### src/rtl/adc_capture_pkg.sv
// Shared definitions for the ADC capture / SRAM controller.
//   ADDR_W_DEF : default SRAM address width (32768 words)
//   DATA_W_DEF : default sample / SRAM word width
//   cap_state_e: capture FSM state encoding
package adc_capture_pkg;

  localparam int ADDR_W_DEF = 15;
  localparam int DATA_W_DEF = 9;

  typedef enum logic [1:0] {
    ST_IDLE    = 2'd0,
    ST_CAPTURE = 2'd1,
    ST_DONE    = 2'd2
  } cap_state_e;

endpackage

### src/rtl/adc_capture_rd_pipe.sv
// Read return pipeline for the capture SRAM.
// A read accepted in cycle T has its SRAM access in T+1, SRAM Q valid in T+2,
// and is returned registered in T+3 as a single-cycle rd_vld pulse.
// Ports:
//   CLK, RST_N : clock, asynchronous active-low reset
//   rd_acc     : read accepted this cycle (cycle T)
//   sram_q     : SRAM read data (valid one cycle after the access)
//   rd_vld     : read return strobe (T+3)
//   rd_data    : registered SRAM data
module adc_capture_rd_pipe
  import adc_capture_pkg::*;
#(
  parameter int DATA_W = DATA_W_DEF
) (
  input  logic              CLK,
  input  logic              RST_N,
  input  logic              rd_acc,
  input  logic [DATA_W-1:0] sram_q,
  output logic              rd_vld,
  output logic [DATA_W-1:0] rd_data
);

  logic vld_p1;
  logic vld_p2;

  always_ff @(posedge CLK or negedge RST_N) begin
    if (!RST_N) begin
      vld_p1  <= 1'b0;
      vld_p2  <= 1'b0;
      rd_vld  <= 1'b0;
      rd_data <= '0;
    end else begin
      // p1: SRAM access cycle
      vld_p1 <= rd_acc;
      // p2: SRAM Q valid
      vld_p2 <= vld_p1;
      // output: Q captured and presented
      rd_vld <= vld_p2;
      if (vld_p2) rd_data <= sram_q;
    end
  end

endmodule

### src/rtl/adc_capture_sram_ctrl.sv
// ADC capture controller driving a single-port 32768x9 SRAM wrapper.
// Captures adc_data samples into SRAM (address 0 upward) after cfg_start,
// until cfg_len+1 samples are stored or cfg_stop arrives, then allows
// pipelined readout through rd_req/rd_ack (one read per cycle, data at T+3).
// Ports:
//   CLK, RST_N               : clock, asynchronous active-low reset
//   cfg_start/cfg_stop       : start / early-stop pulses; cfg_len = length-1
//   adc_vld/adc_data         : sample strobe and value
//   busy/done                : capturing / capture finished (until next start)
//   wr_cnt                   : samples stored in current/last capture
//   rd_req/rd_addr/rd_ack    : readout request handshake (rd_ack combinational)
//   rd_vld/rd_data           : readout return
//   sram_ceb/web/a/d, sram_q : SRAM pins (active-low enables, registered)
// Build option ADC_CAPTURE_RING_EN: ring capture; address wraps to 0 after
// len, capture runs until cfg_stop, sticky 'wrapped' output, wr_cnt
// saturates at len+1.
module adc_capture_sram_ctrl
  import adc_capture_pkg::*;
#(
  parameter int ADDR_W = ADDR_W_DEF,
  parameter int DATA_W = DATA_W_DEF
) (
  input  logic              CLK,
  input  logic              RST_N,
  input  logic              cfg_start,
  input  logic              cfg_stop,
  input  logic [ADDR_W-1:0] cfg_len,
  input  logic              adc_vld,
  input  logic [DATA_W-1:0] adc_data,
  output logic              busy,
  output logic              done,
  output logic [ADDR_W:0]   wr_cnt,
`ifdef ADC_CAPTURE_RING_EN
  output logic              wrapped,
`endif
  input  logic              rd_req,
  input  logic [ADDR_W-1:0] rd_addr,
  output logic              rd_ack,
  output logic              rd_vld,
  output logic [DATA_W-1:0] rd_data,
  output logic              sram_ceb,
  output logic              sram_web,
  output logic [ADDR_W-1:0] sram_a,
  output logic [DATA_W-1:0] sram_d,
  input  logic [DATA_W-1:0] sram_q
);

  cap_state_e        state_q;
  cap_state_e        state_d;
  logic [ADDR_W-1:0] len_q;
  logic [ADDR_W-1:0] wr_addr;
  logic              start_acc;
  logic              wr_en;
  logic              last_wr;

  assign start_acc = cfg_start && ((state_q == ST_IDLE) || (state_q == ST_DONE));
  // Reads are only accepted outside capture, so a read and a write can never
  // land on the SRAM pins in the same cycle; a starting capture takes priority.
  assign rd_ack    = rd_req && (state_q != ST_CAPTURE) && !cfg_start;
  assign busy      = (state_q == ST_CAPTURE);
  assign done      = (state_q == ST_DONE);

`ifdef ADC_CAPTURE_RING_EN
  logic [ADDR_W-1:0] wr_ptr;
  assign wr_addr = wr_ptr;
`else
  assign wr_addr = wr_cnt[ADDR_W-1:0];
`endif
  assign last_wr = (wr_addr == len_q);

  always_ff @(posedge CLK or negedge RST_N) begin
    if (!RST_N) state_q <= ST_IDLE;
    else        state_q <= state_d;
  end

  always_comb begin
    state_d = state_q;
    wr_en   = 1'b0;
    case (state_q)
      ST_IDLE, ST_DONE: begin
        if (cfg_start) state_d = ST_CAPTURE;
      end
      ST_CAPTURE: begin
        wr_en = adc_vld;
        // A sample arriving with cfg_stop is still written.
        if (cfg_stop) state_d = ST_DONE;
`ifndef ADC_CAPTURE_RING_EN
        else if (adc_vld && last_wr) state_d = ST_DONE;
`endif
      end
      default: state_d = ST_IDLE;
    endcase
  end

  always_ff @(posedge CLK or negedge RST_N) begin
    if (!RST_N) begin
      len_q   <= '0;
      wr_cnt  <= '0;
`ifdef ADC_CAPTURE_RING_EN
      wr_ptr  <= '0;
      wrapped <= 1'b0;
`endif
    end else if (start_acc) begin
      len_q   <= cfg_len;
      wr_cnt  <= '0;
`ifdef ADC_CAPTURE_RING_EN
      wr_ptr  <= '0;
      wrapped <= 1'b0;
`endif
    end else if (wr_en) begin
`ifdef ADC_CAPTURE_RING_EN
      if (last_wr) begin
        wr_ptr  <= '0;
        wrapped <= 1'b1;
      end else begin
        wr_ptr  <= wr_ptr + ADDR_W'(1);
      end
      // Count stops at the ring size once the buffer is full.
      if (wr_cnt != ({1'b0, len_q} + (ADDR_W+1)'(1)))
        wr_cnt <= wr_cnt + (ADDR_W+1)'(1);
`else
      wr_cnt <= wr_cnt + (ADDR_W+1)'(1);
`endif
    end
  end

  // SRAM pins are registered: the access happens the cycle after the
  // sample / read acceptance. Enables return high on every idle cycle.
  always_ff @(posedge CLK or negedge RST_N) begin
    if (!RST_N) begin
      sram_ceb <= 1'b1;
      sram_web <= 1'b1;
      sram_a   <= '0;
      sram_d   <= '0;
    end else begin
      sram_ceb <= 1'b1;
      sram_web <= 1'b1;
      if (wr_en) begin
        sram_ceb <= 1'b0;
        sram_web <= 1'b0;
        sram_a   <= wr_addr;
        sram_d   <= adc_data;
      end else if (rd_ack) begin
        sram_ceb <= 1'b0;
        sram_a   <= rd_addr;
      end
    end
  end

  adc_capture_rd_pipe #(
    .DATA_W (DATA_W)
  ) u_rd_pipe (
    .CLK     (CLK),
    .RST_N   (RST_N),
    .rd_acc  (rd_ack),
    .sram_q  (sram_q),
    .rd_vld  (rd_vld),
    .rd_data (rd_data)
  );

endmodule

### config.mk
export PLATFORM = sky130hd
export DESIGN_NAME = adc_capture_sram_ctrl
export DESIGN_NICKNAME = d
export VERILOG_FILES = /design/src/rtl/adc_capture_pkg.sv /design/src/rtl/adc_capture_rd_pipe.sv /design/src/rtl/adc_capture_sram_ctrl.sv
export SDC_FILE = /design/constraint.sdc
export NUM_CORES = 1
export LEC_CHECK = 0
export CAP_MARGIN = 20
export CORE_MARGIN = 1.5
export CORE_UTILIZATION = 25
export CTS_CLUSTER_DIAMETER = 80
export DETAILED_ROUTE_END_ITERATION = 7
export GPL_TIMING_DRIVEN = 0
export PLACE_DENSITY = 0.54
export SKIP_CTS_REPAIR_TIMING = 1
export SLEW_MARGIN = 10
export SYNTH_ARGS = -nofsm -noshare
export SYNTH_HDL_FRONTEND = slang
export SYNTH_HIERARCHICAL = 1
export SYNTH_SLANG_ARGS = --single-unit
### constraint.sdc
create_clock -name CLK -period 2.5 [get_ports CLK]
set_input_delay 0.5 -clock CLK [delete_from_list [all_inputs] [get_ports CLK]]
set_output_delay 0.5 -clock CLK [all_outputs]
set_load 0.02 [all_outputs]
---- After elaboration in Yosys (flattened, before gate mapping) ----
Index checks and enable logic that the tools add are counted.
word-level totals
  bits in registers ....................... 71
  input bits .............................. 54
  output and inout port bits .............. 55
operators by class
  reduce and logical (&&, ||, !) cells .... 11
  equal/unequal tests ..................... 6
  add/subtract/negate cells ............... 1
  muxes and demuxes ....................... 12
operator list
  kind                                                  count
  2-to-1 mux 16 bit                                     2
  2-to-1 mux 15 bit                                     2
  adder 16 x 1 -> 16 bit (second input constant)        1
  equality test 15 bit                                  1
  2-to-1 mux 2 bit                                      3
  logical AND 1 bit                                     4
  2-to-1 mux 1 bit                                      4
  case mux 2 bit (2 select lines)                       1
  nonzero test 2 bit                                    2
  != test 3 x 2 -> 1 bit (second input constant)        1
  equality test 2 x 1 -> 1 bit (second input constant)  1
  equality test 2 bit (second input constant)           1
  logical NOT 2 bit                                     1
  != test 2 x 1 -> 1 bit (second input constant)        1
  != test 2 bit (second input constant)                 1
  AND reduction 2 bit                                   1
  OR reduction 2 bit                                    1
  logical NOT 1 bit                                     1
  logical OR 1 bit                                      1

---- Logic depth before layout (Yosys ltp) ----
Gate-level depths: netlist of run 1.
  depth after elaboration ................. 5
  gate-level depth with buffers ........... 6

---- By module ----
Netlist of run 1, hierarchy kept.
modules (own cells, without submodules)
  module                 cells an instance  area each (um^2)  times used
  adc_capture_sram_ctrl  296                2,688.8           1
  adc_capture_rd_pipe    22                 446.7             1

---- Worst setup path after synthesis of run 1 ----
No wires, ideal clock.
  kind .................................... reg-to-reg
  start point ............................. register wr_cnt[0]
  end point ............................... register wr_cnt[14]
  cell stages (with the launch flop) ...... 7
  path slack .............................. 0.327 ns
  data required time ...................... 2.422 ns
  arrival time ............................ 2.095 ns
  library setup time ...................... 0.078 ns
  cells stage by stage .................... dfrtp_1 > ha_1 > inv_1 > or4_1 > buf_2 > or4_1 > a21oi_1
between the ends
  longest elaborated chain between the ends .. 3
RTL lines
  element                 RTL line                      text
  start, declared         adc_capture_sram_ctrl.sv:32   output logic [ADDR_W:0] wr_cnt,
  start signal, assigned  adc_capture_sram_ctrl.sv:122  wr_cnt <= wr_cnt + (ADDR_W+1)'(1);
  adder 16 x 1 -> 16 bit  adc_capture_sram_ctrl.sv:122
  2-to-1 mux 16 bit       adc_capture_sram_ctrl.sv:110  end else if (wr_en) begin
  2-to-1 mux 16 bit       adc_capture_sram_ctrl.sv:103  end else if (start_acc) begin
Every way passes these cells. The select of a mux whose other input is x is not followed.
A chain may end at the register's enable or synchronous reset.

---- Worst setup path in the final report of run 1 ----
  start point ............................. input port adc_vld
  end point ............................... register wr_cnt[14]
between the ends
  longest elaborated chain between the ends .. 2
RTL lines
  element                       RTL line                     text
  start, declared               adc_capture_sram_ctrl.sv:28  input logic adc_vld,
  2-to-1 mux 1 bit              adc_capture_sram_ctrl.sv:79  case (state_q)
  nonzero test 2 bit (no line)  --
Every way passes these cells.

==> tab_implementation.tex, run 1 <==
\begin{tabular}{lr}
\hline
Metric & Value \\
\hline
\multicolumn{2}{l}{\textbf{Logic synthesis}} \\
Number of warnings printed during yosys synthesis & 6 \\
Post-synthesis average cell area & 9.86 sq um \\
Post-Syn Nets & 373 \\
Syn Inst Count & 318 \\
Count of unique library cells instantiated by Yosys & 38 \\
Sequential fraction of the synthesis area & 0.567 \\
Post-synthesis cell area & 3140 sq um \\
Post-synthesis register bit count & 71 \\
\multicolumn{2}{l}{\textbf{Die}} \\
Core Rows & 40 \\
Placeable core area & 12100 sq um \\
Height of the die & 115 microns \\
Area of the die & 13200 sq um \\
Starting Density & 0.259 \\
Top Ports & 109 \\
Die extent in x & 115 microns \\
\multicolumn{2}{l}{\textbf{Detailed routing}} \\
Post-Route M1 WL & 4150 microns \\
Drt first-iter violations & 160 \\
Met2 wire len & 4250 microns \\
Iteration count of the initial detailed-routing pass & 4 \\
DRC violations left & 0 \\
Routed met3 length & 648 microns \\
Routed Antenna Nets & 0 \\
Routed vias & 2692 \\
Vias per std cell & 4.39 \\
Total wirelength of the detailed-routed design & 9170 microns \\
Post-DR wirelength/cell & 15.0 microns \\
Highest Signal Layer & met4 \\
\multicolumn{2}{l}{\textbf{Global route}} \\
Maximum number of pins on one net before global-route repair & 53 \\
Vias in the first global route & 2755 \\
Global-route usage over all layers & 0.143 \\
GRT overflow & 0 \\
Initial antenna violation count & 0 \\
First-pass GRT wire length & 14500 microns \\
\multicolumn{2}{l}{\textbf{Timing}} \\
Least-Margin Pin Slew & 0.557 ns \\
Number of endpoints with negative hold slack in the final report & 0 \\
Worst-case hold slack & 0.0505 ns \\
Skew final & 0.00547 ns \\
Setup violations, final & 0 \\
Highest clock rate & 434 MHz \\
Final period utilization & 0.923 \\
Final min period & 2.31 ns \\
Unrepaired setup endpoints after global routing & false \\
Least setup slack across all paths after layout & 0.193 ns \\
Relative slew slack & 0.629 \\
Final number of max-transition violations & 0 \\
\multicolumn{2}{l}{\textbf{Worst setup path}} \\
Start-to-end type of the worst setup path & input port to flip-flop \\
Worst R2R Start & wr\_cnt[0] \\
Highest-delay cell along the critical path & sky130\_fd\_sc\_hd\_\_clkdlybuf4s50\_1 \\
Kind of cell adding the most delay to the critical path & simple AND/OR/NAND/NOR gates \\
Nature of the critical path startpoint & input port \\
Cell depth of the worst flop-to-flop path & 6 \\
Crit-path cells & clkdlybuf4s50\_1, nand4b\_4, or4\_1, buf\_2, or4\_1, a21oi\_1 \\
Register-to-register setup slack & 0.21 ns \\
Kind of end point of the critical path & flip-flop \\
Critical path's largest stage delay & 0.55 ns \\
Req. time, crit path & 2.75 ns \\
Arrival time at the worst endpoint & 2.56 ns \\
Crit-path max FO & 8 \\
Top cell by count, worst path & sky130\_fd\_sc\_hd\_\_or4\_1 \\
WP buf/inv & 2 \\
Worst flop-to-flop path endpoint & wr\_cnt[14] \\
\multicolumn{2}{l}{\textbf{Cells and area}} \\
Layout cell share with drive strength beyond 1 & 0.0854 \\
Final core area utilization & 0.396 \\
Final-stage net count & 495 \\
Number of fill cells & 1236 \\
Layout-stage area growth over the synthesis result & 52.8\% \\
Antenna diode instance count & 0 \\
Area of combinational cells with multiple inputs & 1260 sq um \\
Sequential Area & 1780 sq um \\
\multicolumn{2}{l}{\textbf{Status}} \\
Run status & finished clean \\
\multicolumn{2}{l}{\textbf{Pwr}} \\
Total power divided by cell area & 936 nW/um\^{}2 \\
Reported leakage power & 2.05 nW \\
Largest voltage drop on the vdd net & 0.268 mV \\
\multicolumn{2}{l}{\textbf{Clocking}} \\
Clk root buf & sky130\_fd\_sc\_hd\_\_clkbuf\_16 \\
Number of levels the H-tree was split into & 3 \\
TritonCTS clock tree & done \\
Number of buffers added by the clock tree synthesis step & 9 \\
Number of sinks on the clock net & 71 \\
Clk pin slew, worst setup/hold paths & 0.06 ns \\
Worst-Skew Late Latency & 0.33 ns \\
Max Root-Sink Buffers & 2 \\
\multicolumn{2}{l}{\textbf{Hold path}} \\
Worst min-delay path category & input port to async pin \\
\multicolumn{2}{l}{\textbf{Placement}} \\
Setup WS pre-CTS & -0.565 ns \\
RD Place Congestion & 0.754 \\
Port-buffer cells & 108 \\
Half-perimeter wire length of the detailed placement result & 6800 microns \\
\multicolumn{2}{l}{\textbf{Flow run}} \\
Number of max-cap violations & 0 \\
\hline
\end{tabular}
==> layer usage <==
| metal | GRT usage | vias up |
|---|---|---|
| met5 | 0 | - |
| met4 | 0.0444 | 0 |
| met3 | 0.0380 | 11 |
| met2 | 0.238 | 102 |
| met1 | 0.184 | 1268 |
| li1 | - | 1311 |
==> logic make-up after synthesis <==
| logic type | share of synthesized area |
|---|---|
| AOI/OAI and AO/OA | 0.0774 |
| xor gates and xnor gates | 0.0559 |
| adders and majority gates | 0.00399 |
| buffers and inverters | 0.0315 |
| DFF | 0.567 |
| muxes | 0.0431 |
| and+or+nand+nor | 0.221 |
==> Yosys cell counts, drive strengths merged <==
master,count,area [sq um]
a21bo,1,10.0
dfstp,2,52.6
a21oi,7,35.0
nor3,11,55.1
buf,4,23.8
o311ai,1,8.76
and2,1,6.26
o41ai,1,8.76
nor2b,2,12.5
or4,4,30.0
and3b,1,8.76
nor2,19,71.3
clkbuf,14,52.6
nor4,1,6.26
ha,1,12.5
xnor2,17,149
a221o,1,10.0
a31oi,4,25.0
mux2,9,135
nand4,7,43.8
nand3,4,20.0
o211ai,1,7.51
a22oi,4,30.0
dfrtp,69,1730
inv,5,18.8
o21ai,4,20.0
o22ai,8,50.1
or3,4,27.5
nand4b,1,23.8
nand2b,2,12.5
xor2,3,26.3
o31ai,5,37.5
nand2,98,368
or2,1,6.26
clkinv,1,3.75
==> stage by stage <==
| step | instance area, sq um | TNS, ns | power [mW] | std cells |
|---|---|---|---|---|
| floorplan | 3140 | 0 | 2.41 | 318 |
| global placement | 4430 | -113.83 | 3.13 | 594 |
| CTS | 4770 | -0.559 | 4.54 | 611 |
| global route | 4790 | 0 | 4.74 | 613 |
| detailed placement | 4450 | -1.72 | 3.16 | 595 |
| finish | 4790 | 0 | 4.48 | 613 |
==> registers in the layout, indices dropped and copies added, names as in the netlist <==
name               flops
u_rd_pipe/vld_p2       1
u_rd_pipe/rd_vld       1
state_q                2
len_q                 15
sram_web               1
wr_cnt                16
u_rd_pipe/rd_data      9
sram_ceb               1
sram_d                 9
sram_a                15
u_rd_pipe/vld_p1       1
==> cells in the final DEF (no fill, tap or decap), types with 5 or more instances in the layout <==
| master | Yosys | final |
|---|---|---|
| sky130_fd_sc_hd__clkdlybuf4s50_1 | 0 | 106 |
| sky130_fd_sc_hd__nand2_1 | 98 | 98 |
| sky130_fd_sc_hd__dfrtp_1 | 69 | 69 |
| sky130_fd_sc_hd__nor2_1 | 19 | 19 |
| sky130_fd_sc_hd__xnor2_1 | 17 | 17 |
| sky130_fd_sc_hd__clkbuf_1 | 14 | 14 |
| sky130_fd_sc_hd__nor3_1 | 11 | 11 |
| sky130_fd_sc_hd__clkbuf_16 | 0 | 9 |
| sky130_fd_sc_hd__mux2_4 | 9 | 9 |
| sky130_fd_sc_hd__o22ai_1 | 8 | 8 |
| sky130_fd_sc_hd__nand4_1 | 7 | 7 |
| sky130_fd_sc_hd__a21oi_1 | 7 | 7 |
| sky130_fd_sc_hd__o31ai_1 | 5 | 5 |
==> worst max-delay path by stage <==
| stage | from | end | cells after the start |
|---|---|---|---|
| 2_1_floorplan | wr_cnt[0] | wr_cnt[14] | 6 |
| 4_1_cts | cfg_start | rd_ack | 6 |
| 5_1_grt | adc_vld | sram_a[9] | 7 |
| 3_5_place_dp | cfg_start | rd_ack | 6 |
| 3_3_place_gp | RST_N | len_q[8] | 1 |
| 6_report | adc_vld | wr_cnt[14] | 6 |
==> worst reg2reg max path: cells and delay by family, from the launching register on <==
family          cells  cell delay, ns
simple gates        2            1.00
flops               1            0.57
fa+ha+maj           1            0.26
buf+inv             2            0.24
compound gates      1            0.15
==> layout make-up <==
type | count | share of cell area
Clock inverter | 6 | 0.0180
Buffer | 17 | 0.0151
Inverter | 6 | 0.00548
Clock buffer | 10 | 0.0478
Timing Repair Buffer | 112 | 0.236
Sequential cell | 71 | 0.371
Tap cell | 168 | 0.0439
Multi-Input combinational cell | 223 | 0.262
==> report_power, final <==
| part | leakage, nW | switching (mW) | internal [mW] | total, mW |
|---|---|---|---|---|
| clock | 0.152 | 0.488 | 0.871 | 1.36 |
| combinational | 1.00 | 0.731 | 0.741 | 1.47 |
| sequential | 0.891 | 0.205 | 1.45 | 1.65 |
No activity file was read; power rests on OpenSTA's default activity.
==> run 2: changes to the inputs <==
--- a/config.mk
+++ b/config.mk
@@ -7,11 +7,11 @@
 export LEC_CHECK = 0
 export CAP_MARGIN = 20
 export CORE_MARGIN = 1.5
-export CORE_UTILIZATION = 25
+export CORE_UTILIZATION = 35
 export CTS_CLUSTER_DIAMETER = 80
 export DETAILED_ROUTE_END_ITERATION = 7
 export GPL_TIMING_DRIVEN = 0
-export PLACE_DENSITY = 0.54
+export PLACE_DENSITY = 0.7
 export SKIP_CTS_REPAIR_TIMING = 1
 export SLEW_MARGIN = 10
 export SYNTH_ARGS = -nofsm -noshare
==> run 2 against run 1 <==
  * Sequential cell count is the same
  * Register-to-register slack barely moved
  * Global-route usage is 4.3 points higher
  * Critical path type unchanged
  * Largest cell class unchanged
  * Highest routed layer unchanged
==> tab_implementation.tex, run 2 (synthesis results as in run 1) <==
\begin{tabular}{lr}
\hline
Metric & Value \\
\hline
\multicolumn{2}{l}{\textbf{Detailed routing}} \\
Post-DR wirelength/cell & 15.4 microns (+2.9\%) \\
Iteration count of the initial detailed-routing pass & 4 (unchanged) \\
DRC violations left & 0 (unchanged) \\
Drt first-iter violations & 142 (-11\%) \\
Vias per std cell & 4.90 (+12\%) \\
Routed Antenna Nets & 0 (unchanged) \\
Total wirelength of the detailed-routed design & 8520 microns (-7.0\%) \\
Routed vias & 2714 (+0.82\%) \\
\multicolumn{2}{l}{\textbf{Cells and area}} \\
Most flop-heavy register & wr\_cnt \\
Commonest non-fill, non-tap cells in the layout & 106 x sky130\_fd\_sc\_hd\_\_clkdlybuf4s50\_1, 98 x sky130\_fd\_sc\_hd\_\_nand2\_1, 69 x sky130\_fd\_sc\_hd\_\_dfrtp\_1 \\
Most common cell after layout, fill and taps aside & sky130\_fd\_sc\_hd\_\_clkdlybuf4s50\_1 \\
Biggest regs & wr\_cnt (16), len\_q (15), sram\_a (15) \\
Non-filler cells in the finished layout & 554 (-9.6\%) \\
Layout-stage area growth over the synthesis result & 47.4\% \\
Max FFs per register & 16 (unchanged) \\
Final-stage net count & 496 (+0.20\%) \\
Layout cell share with drive strength beyond 1 & 0.0897 (+0.00429) \\
Antenna diode instance count & 0 (unchanged) \\
Final core area utilization & 0.530 (+0.134) \\
\multicolumn{2}{l}{\textbf{Flow run}} \\
Number of max-cap violations & 0 (unchanged) \\
\multicolumn{2}{l}{\textbf{Hold path}} \\
Worst min-delay path category & input port to async pin \\
\multicolumn{2}{l}{\textbf{Clocking}} \\
Clk pin slew, worst setup/hold paths & 0.08 ns (+0.02 ns) \\
Number of sinks on the clock net & 71 (unchanged) \\
Clk root buf & sky130\_fd\_sc\_hd\_\_clkbuf\_8 \\
Max Root-Sink Buffers & 2 (unchanged) \\
Number of buffers added by the clock tree synthesis step & 9 (unchanged) \\
TritonCTS clock tree & done \\
Number of levels the H-tree was split into & 3 (unchanged) \\
Worst-Skew Late Latency & 0.35 ns (+0.02 ns) \\
\multicolumn{2}{l}{\textbf{Worst setup path}} \\
Critical path's largest stage delay & 0.56 ns (about the same) \\
Kind of end point of the critical path & flip-flop \\
Crit-path max FO & 8 (unchanged) \\
Arrival time at the worst endpoint & 2.58 ns (+0.02 ns) \\
Req. time, crit path & 2.77 ns (+0.02 ns) \\
WP buf/inv & 2 (unchanged) \\
Kind of cell adding the most delay to the critical path & simple AND/OR/NAND/NOR gates \\
Crit-path cells & clkdlybuf4s50\_1, nand4b\_4, or4\_1, buf\_2, or4\_1, a21oi\_1 \\
Top cell by count, worst path & sky130\_fd\_sc\_hd\_\_or4\_1 \\
Nature of the critical path startpoint & input port \\
Highest-delay cell along the critical path & sky130\_fd\_sc\_hd\_\_clkdlybuf4s50\_1 \\
Start-to-end type of the worst setup path & input port to flip-flop \\
\multicolumn{2}{l}{\textbf{Timing}} \\
Number of endpoints with negative hold slack in the final report & 0 (unchanged) \\
Least-Margin Pin Slew & 0.594 ns (+0.0379 ns) \\
Final number of max-transition violations & 0 (unchanged) \\
Highest clock rate & 433 MHz (about the same) \\
Worst-case hold slack & 0.0837 ns (+0.0332 ns) \\
Final min period & 2.31 ns (+0.00119 ns) \\
Final period utilization & 0.923 (about the same) \\
Setup violations, final & 0 (unchanged) \\
Relative slew slack & 0.604 (-0.0253) \\
Skew final & 0.00962 ns (+0.00416 ns) \\
Unrepaired setup endpoints after global routing & false \\
Least setup slack across all paths after layout & 0.192 ns (-0.00119 ns) \\
\multicolumn{2}{l}{\textbf{Global route}} \\
Global-route usage over all layers & 0.186 (+0.0427) \\
Initial antenna violation count & 0 (unchanged) \\
Vias in the first global route & 2884 (+4.7\%) \\
Maximum number of pins on one net before global-route repair & 40 (-25\%) \\
First-pass GRT wire length & 14100 microns (-2.8\%) \\
GRT overflow & 0 (unchanged) \\
\multicolumn{2}{l}{\textbf{Pwr}} \\
Largest voltage drop on the vdd net & 0.296 mV (+10\%) \\
Reported leakage power & 2.00 nW (-2.2\%) \\
Logic gate share of total power & 0.355 (+0.027) \\
Clock network power share & 0.246 (-0.057) \\
Net switching fraction of the power & 0.334 (+0.0170) \\
Switching power & 1.38 mW (-2.9\%) \\
Flop pwr share & 0.400 (+0.031) \\
Total power divided by cell area & 894 nW/um\^{}2 (-4.5\%) \\
Power Internal & 2.75 mW (-10\%) \\
\multicolumn{2}{l}{\textbf{Die}} \\
Placeable core area & 8720 sq um (-28\%) \\
Area of the die & 9540 sq um (-28\%) \\
Die extent in x & 97.7 microns (-15\%) \\
Top Ports & 109 (unchanged) \\
Height of the die & 97.7 microns (-15\%) \\
Starting Density & 0.360 (+0.101) \\
Core Rows & 34 (-15\%) \\
\multicolumn{2}{l}{\textbf{Placement}} \\
Number of cells after detailed placement & 535 (-10\%) \\
Setup WS pre-CTS & -0.535 ns (+0.0301 ns) \\
Half-perimeter wire length of the detailed placement result & 6220 microns (-8.5\%) \\
RD Place Congestion & 0.797 (+5.8\%) \\
Port-buffer cells & 108 (unchanged) \\
\multicolumn{2}{l}{\textbf{Status}} \\
Run status & finished clean \\
\hline
\end{tabular}
[run 2: cell types whose count changed in the layout (fill, tap and decap cells not counted), sizes merged]
cell | previous run | this run
clkbuf | 23 | 22
buf | 9 | 10
clkinvlp | 2 | 3
[run 2: metrics by stage]
step           power (mW)  instance area [sq um]  setup TNS, ns
2_1_floorplan        2.41                   3140              0
3_3_place_gp         3.09                   4350        -102.91
3_5_place_dp         3.14                   4370         -0.929
4_1_cts              4.17                   4590         -0.557
5_1_grt              4.37                   4620              0
6_report             4.13                   4620              0
[run 2: path summary, 6_finish.rpt]
check,start,to,slack (ns),depth (start not counted)
setup / recovery,adc_vld,wr_cnt[14],0.19,6
hold / removal,RST_N,len_q[2],0.08,1
setup reg to reg,wr_cnt[0],wr_cnt[14],0.22,6
hold reg to reg,u_rd_pipe/vld_p1,u_rd_pipe/vld_p2,0.36,0
max in group asynchronous,RST_N,u_rd_pipe/rd_data[5],1.86,2
min in group CLK,u_rd_pipe/vld_p1,u_rd_pipe/vld_p2,0.36,0
[run 2: power groups by stage]
stage / combinational (mW) / sequential [mW] / clock (mW)
2_1_floorplan: 0.485 / 1.92 / 0
3_3_place_gp: 1.43 / 1.66 / 0
3_5_place_dp: 1.47 / 1.68 / 0
4_1_cts: 1.47 / 1.66 / 1.04
5_1_grt: 1.58 / 1.70 / 1.09
6_report: 1.47 / 1.65 / 1.01
[run 2: metal layers]
layer / GRT usage / share of wire
met5: 0 / 0
met3: 0.0388 / 0.071
met4: 0.0725 / 0.014
met1: 0.246 / 0.45
met2: 0.299 / 0.47
[run 2: cell type report]
class / instances / area [sq um]
buffer: 17 / 72.6
clock inverter: 7 / 97.6
sequential: 71 / 1780
inverter: 6 / 26.3
clock buffer: 9 / 124
timing repair buffer: 113 / 1130
tap: 108 / 135
fill: 833 / 4100
multi-input combinational: 223 / 1260
==> run 3: changes to the inputs <==
--- a/config.mk
+++ b/config.mk
@@ -9,6 +9,7 @@
 export CORE_MARGIN = 1.5
 export CORE_UTILIZATION = 35
 export CTS_CLUSTER_DIAMETER = 80
+export CTS_CLUSTER_SIZE = 28
 export DETAILED_ROUTE_END_ITERATION = 7
 export GPL_TIMING_DRIVEN = 0
 export PLACE_DENSITY = 0.7
==> results of run 3 <==
The final DEF is identical to that of run 2; final timing and power are the same.
